## config.mk

```make
export PLATFORM = sky130hd
export DESIGN_NAME = piso_serializer
export DESIGN_NICKNAME = d
export VERILOG_FILES = /design/src/rtl/piso_serializer.sv
export SDC_FILE = /design/constraint.sdc
export NUM_CORES = 1
export LEC_CHECK = 0
export CAP_MARGIN = 30
export CORE_AREA = 2 2 39 41
export DETAILED_ROUTE_END_ITERATION = 10
export DIE_AREA = 0 0 41 43
export PLACE_DENSITY = 0.58
export SYNTH_ARGS = -nofsm -noshare
export SYNTH_HDL_FRONTEND = slang
export SYNTH_SLANG_ARGS = --single-unit
```

## constraint.sdc

```tcl
create_clock -name clk -period 1 [get_ports clk]
set_input_delay 0.25 -clock clk [delete_from_list [all_inputs] [get_ports clk]]
set_output_delay 0.25 -clock clk [all_outputs]
set_load 0.02 [all_outputs]
```

## src/rtl/piso_serializer.sv

```systemverilog
`default_nettype none
// ============================================================================
// Module      : piso_serializer
// Description : Parallel-in serial-out transmitter. A WIDTH-bit word is loaded
//               with a valid/ready handshake and shifted out one bit at a time.
//               Each bit is held for CLKS_PER_BIT clocks. Framing strobes
//               (sout_valid, sout_last) allow a downstream receiver to rebuild
//               the word.
// Ports       : clk        - system clock, rising-edge active
//               reset      - asynchronous active-low reset
//               din        - parallel word to transmit
//               din_valid  - din holds a word to load
//               din_ready  - a word can be accepted this cycle (registered)
//               sout       - serial data bit
//               sout_valid - sout carries a frame bit
//               sout_last  - sout carries the final bit of the frame
//               busy       - frame in progress
// Revision    : 1.0 - initial release
// ============================================================================
module piso_serializer #(
    parameter int WIDTH        = 4,
    parameter int CLKS_PER_BIT = 1,
    parameter bit LSB_FIRST    = 1'b0
) (
    input  logic             clk,
    input  logic             reset,
    input  logic [WIDTH-1:0] din,
    input  logic             din_valid,
    output logic             din_ready,
    output logic             sout,
    output logic             sout_valid,
    output logic             sout_last,
    output logic             busy
);

    localparam int BIT_W = ($clog2(WIDTH) > 1) ? $clog2(WIDTH) : 1;
    localparam int DIV_W = ($clog2(CLKS_PER_BIT) > 1) ? $clog2(CLKS_PER_BIT) : 1;

    localparam logic [BIT_W-1:0] LAST_BIT   = BIT_W'(WIDTH - 1);
    localparam logic [BIT_W-1:0] PENULT_BIT = BIT_W'(WIDTH - 2);
    localparam logic [DIV_W-1:0] DIV_MAX    = DIV_W'(CLKS_PER_BIT - 1);

    typedef enum logic [0:0] {
        ST_IDLE  = 1'b0,
        ST_SHIFT = 1'b1
    } state_t;

    state_t            r_state;
    logic [WIDTH-1:0]  r_shreg;
    logic [BIT_W-1:0]  r_bit_cnt;
    logic [DIV_W-1:0]  r_div_cnt;

    // The shift register holds only the bits still waiting to be sent; the
    // bit currently on sout has already been moved into the sout register.
    // The next bit therefore always sits at the "outgoing" end of r_shreg.
    logic              w_first_bit;
    logic              w_next_bit;
    logic [WIDTH-1:0]  w_load_val;
    logic [WIDTH-1:0]  w_shift_val;

    generate
        if (LSB_FIRST) begin : g_lsb_first
            assign w_first_bit = din[0];
            assign w_load_val  = din >> 1;
            assign w_next_bit  = r_shreg[0];
            assign w_shift_val = r_shreg >> 1;
        end else begin : g_msb_first
            assign w_first_bit = din[WIDTH-1];
            assign w_load_val  = din << 1;
            assign w_next_bit  = r_shreg[WIDTH-1];
            assign w_shift_val = r_shreg << 1;
        end
    endgenerate

    always_ff @(posedge clk or negedge reset) begin
        if (!reset) begin
            r_state    <= ST_IDLE;
            r_shreg    <= '0;
            r_bit_cnt  <= '0;
            r_div_cnt  <= '0;
            din_ready  <= 1'b0;
            sout       <= 1'b0;
            sout_valid <= 1'b0;
            sout_last  <= 1'b0;
            busy       <= 1'b0;
        end else begin
            case (r_state)
                ST_IDLE: begin
                    if (din_ready && din_valid) begin
                        r_state    <= ST_SHIFT;
                        r_shreg    <= w_load_val;
                        r_bit_cnt  <= '0;
                        r_div_cnt  <= '0;
                        din_ready  <= 1'b0;
                        sout       <= w_first_bit;
                        sout_valid <= 1'b1;
                        // WIDTH >= 2, so the first bit is never the last one
                        sout_last  <= 1'b0;
                        busy       <= 1'b1;
                    end else begin
                        // Also raises din_ready on the first edge after reset
                        din_ready  <= 1'b1;
                    end
                end

                ST_SHIFT: begin
                    if (r_div_cnt == DIV_MAX) begin
                        r_div_cnt <= '0;
                        if (r_bit_cnt == LAST_BIT) begin
                            r_state    <= ST_IDLE;
                            r_bit_cnt  <= '0;
                            r_shreg    <= '0;
                            din_ready  <= 1'b1;
                            sout       <= 1'b0;
                            sout_valid <= 1'b0;
                            sout_last  <= 1'b0;
                            busy       <= 1'b0;
                        end else begin
                            r_bit_cnt <= r_bit_cnt + 1'b1;
                            r_shreg   <= w_shift_val;
                            sout      <= w_next_bit;
                            sout_last <= (r_bit_cnt == PENULT_BIT);
                        end
                    end else begin
                        r_div_cnt <= r_div_cnt + 1'b1;
                    end
                end

                default: begin
                    r_state <= ST_IDLE;
                end
            endcase
        end
    end

endmodule
`default_nettype wire

```

==> out/qor.txt <==
Largest stage delay, worst path - 390 ps
clk root buf - clkbuf_4
Synth Area in Adders - 5.49%
Syn Area/Cell - 10.8 µm²
outcome - finished with violations
share of cells above drive strength 1 - 44.1%
Die ar. - 1760 µm²
sequential cell area - 250 µm²
fillers - 128
flops & latches, synth - 10
pwr/cell area - 2910 nW/µm²
Worst Path Class, Setup - register to register
Critical path origin - r_bit_cnt[0]
number of antenna cells inserted - 0
simple-gate share of the synthesized area - 12.9%
sequential area share after synthesis - 54.9%
Synth area leaders - dfrtp_1 (55%), mux2i_1 (11%), nand2_1 (6.6%), ha_1 (5.5%), o21ai_1 (3.3%)
H-tree depth - 1
Reg clk slew, reported paths - 60 ps
post-synth cell types - 16
WL per Instance - 11.9 µm
crit share post-route - 106%
drt first pass iters - 4
worst reg2reg startpoint - r_bit_cnt[0]
fin crit period - 1060 ps
Peak VDD IR - 1.22 mV
Least-Margin Pin Slew - 347 ps
crit path capture type - register
dpl ws - -319 ps
# port buffers - 11
Max Cap Viol - 0
initial antenna violation count - 0
largest net degree at the start of global routing - 11
Final Skew - 0.316 ps
RSZ-0062 raised after global routing - yes
Crit path arrival time - 1210 ps
die height - 43 µm
Final Hold Violating Endpoints - 0
Top Ports - 12
hpwl dp - 633 µm
Core Util, Final - 54.1%
final wirelength - 998 µm
Synth Warn # - 0
GRT Total Usage - 12.8%
vias in the first global route - 352
RD Place Congestion - 0.693
Post-layout nets - 79
DRT iter0 DRCs - 6
hold-fix buffers at CTS - 0
CTS max path bufs - 2
Starting Density - 32.9%
failing checks - setup timing
area share of the largest cell type after synthesis - 54.9%
Max Transition Viols Final - 0
crit path cell chain - ha_2 -> nand2b_4 -> o22a_2
first-pass GRT wire length - 1.42 mm
post-synthesis cell area - 455 µm²
startpoint types - register
fmax - 944 MHz
final setup margin - -59.1 ps
cells after synthesis - 42
CP max-delay cell - dfrtp_1
Compound-Gate Fraction of Synth Area - 11.3%
CP bufs+invs - 0
Mapped Nets - 51
synthesis-to-layout area growth - 64.3%
num rows - 14
post-synthesis xor/xnor area fraction - 0%
vias per inst - 4.50
delay-heaviest family, CP - flip-flops
routed vias - 378
Clock Latency Late Sink - 260 ps
HP Class - input pin to asynchronous set/reset pin
Area after DPL - 666 µm²
crit path max fanout - 3
grt ovf - 0
Chip Width - 41 µm
CTS tree - built
total CTS buffers - 3
P_leak - 0.364 nW
final cell count without fillers - 84
CORE AREA - 1380 µm²
placed cells - 78
multi-input logic area - 236 µm²
# DRC - 0
final setup vio count - 9
Final Instance Area - 748 µm²
Worst Hold Slack - 275 ps
largest family of logic cells by synthesized area - simple AND/OR/NAND/NOR gates
Critical Path RT - 1150 ps
Clock Sink Count - 10
Post-DRT Antenna Nets - 0
Synth area leader - dfrtp_1
Rel. slew slack - 76.9%
mux cell area share after synthesis - 11.0%
[per-layer routing]
layer | share of wire [%] | global-route usage (%) | vias up | routed length, µm
met4 | 1.1 | 8.00 | 0 | 11
met5 | 0 | 0 | - | 0
met3 | 5.0 | 6.28 | 2 | 50
met2 | 48 | 16.9 | 10 | 476
li1 | - | - | 195 | -
met1 | 46 | 15.8 | 171 | 459
[state kept, by name (all words and copies together) (netlist names)]
register   count
busy           1
sout_last      1
r_shreg        3
r_bit_cnt      2
din_ready      1
r_state        1
sout           1
[Yosys cell counts]
library cell  instances
a21oi_1               2
buf_2                 1
buf_4                 1
dfrtp_1              10
ha_1                  2
inv_1                 2
mux2i_1               5
nand2_1               8
nand2_4               1
nand2b_1              1
nand3_1               1
nor2b_1               1
o21ai_0               2
o21ai_1               3
o22a_2                1
o22ai_1               1
[timing repair]
item	4_1_cts	5_1_grt
gates cloned	0	1
resized for setup	29	6
setup endpoints to repair	10	11
setup buffers	1	1
hold endpoints to repair	0	0
pin swaps	1	1
[cell usage in the layout (no fill, tap or decap)]
master            n
nor2b_2           1
o21ai_1           3
nand2_1           8
o21ai_0           2
buf_2             2
buf_4            10
buf_6             6
clkdlybuf4s50_1   5
mux2i_1           5
nand3_1           1
dfrtp_1          10
inv_2             1
nand2_4           1
nand2_8           1
ha_2              1
o22ai_2           1
o22a_2            1
nand2b_4          1
a21oi_1           2
inv_1             1
ha_4              1
clkbuf_4          3
dlygate4sd2_1     1
[stage by stage]
stage	power [mW]	TNS (ps)
detailed placement	1.73	-3130
global route	2.34	-645
CTS	2.04	-388
floorplan	1.23	-17.6
global placement	1.71	-2930
finish	2.18	-317
[report_power, final]
| part | total, mW | internal [mW] | switching (mW) |
|---|---|---|---|
| registers | 0.710 | 0.574 | 0.137 |
| clock network | 0.271 | 0.139 | 0.132 |
| logic | 1.19 | 0.664 | 0.530 |
| total | 2.18 | 1.38 | 0.799 |
[logic make-up after synthesis]
family                   count (synthesis)
multiplexers                             5
adder cells (fa/ha/maj)                  2
buffers and inverters                    4
AND/OR/NAND/NOR                         12
AO/OA/AOI/OAI                            9
flip-flops                              10
[final timing paths]
check | endpoint | slack [ps] | depth (start not counted)
setup / recovery | din_ready | -60 | 3
hold / removal | r_state | 270 | 2
setup reg to reg | din_ready | -60 | 3
hold reg to reg | r_shreg[2] | 500 | 2
max in group asynchronous | r_bit_cnt[0] | 580 | 2
min in group clk | r_shreg[2] | 500 | 2
[layout make-up]
class	count	area share (%)
inverters	2	1.00
clock buffers	3	3.01
well taps	16	2.68
flip-flops and latches	10	33.4
repair buffers	24	28.3
multi-input cells	29	31.6
(Power assumes the default switching activity.)
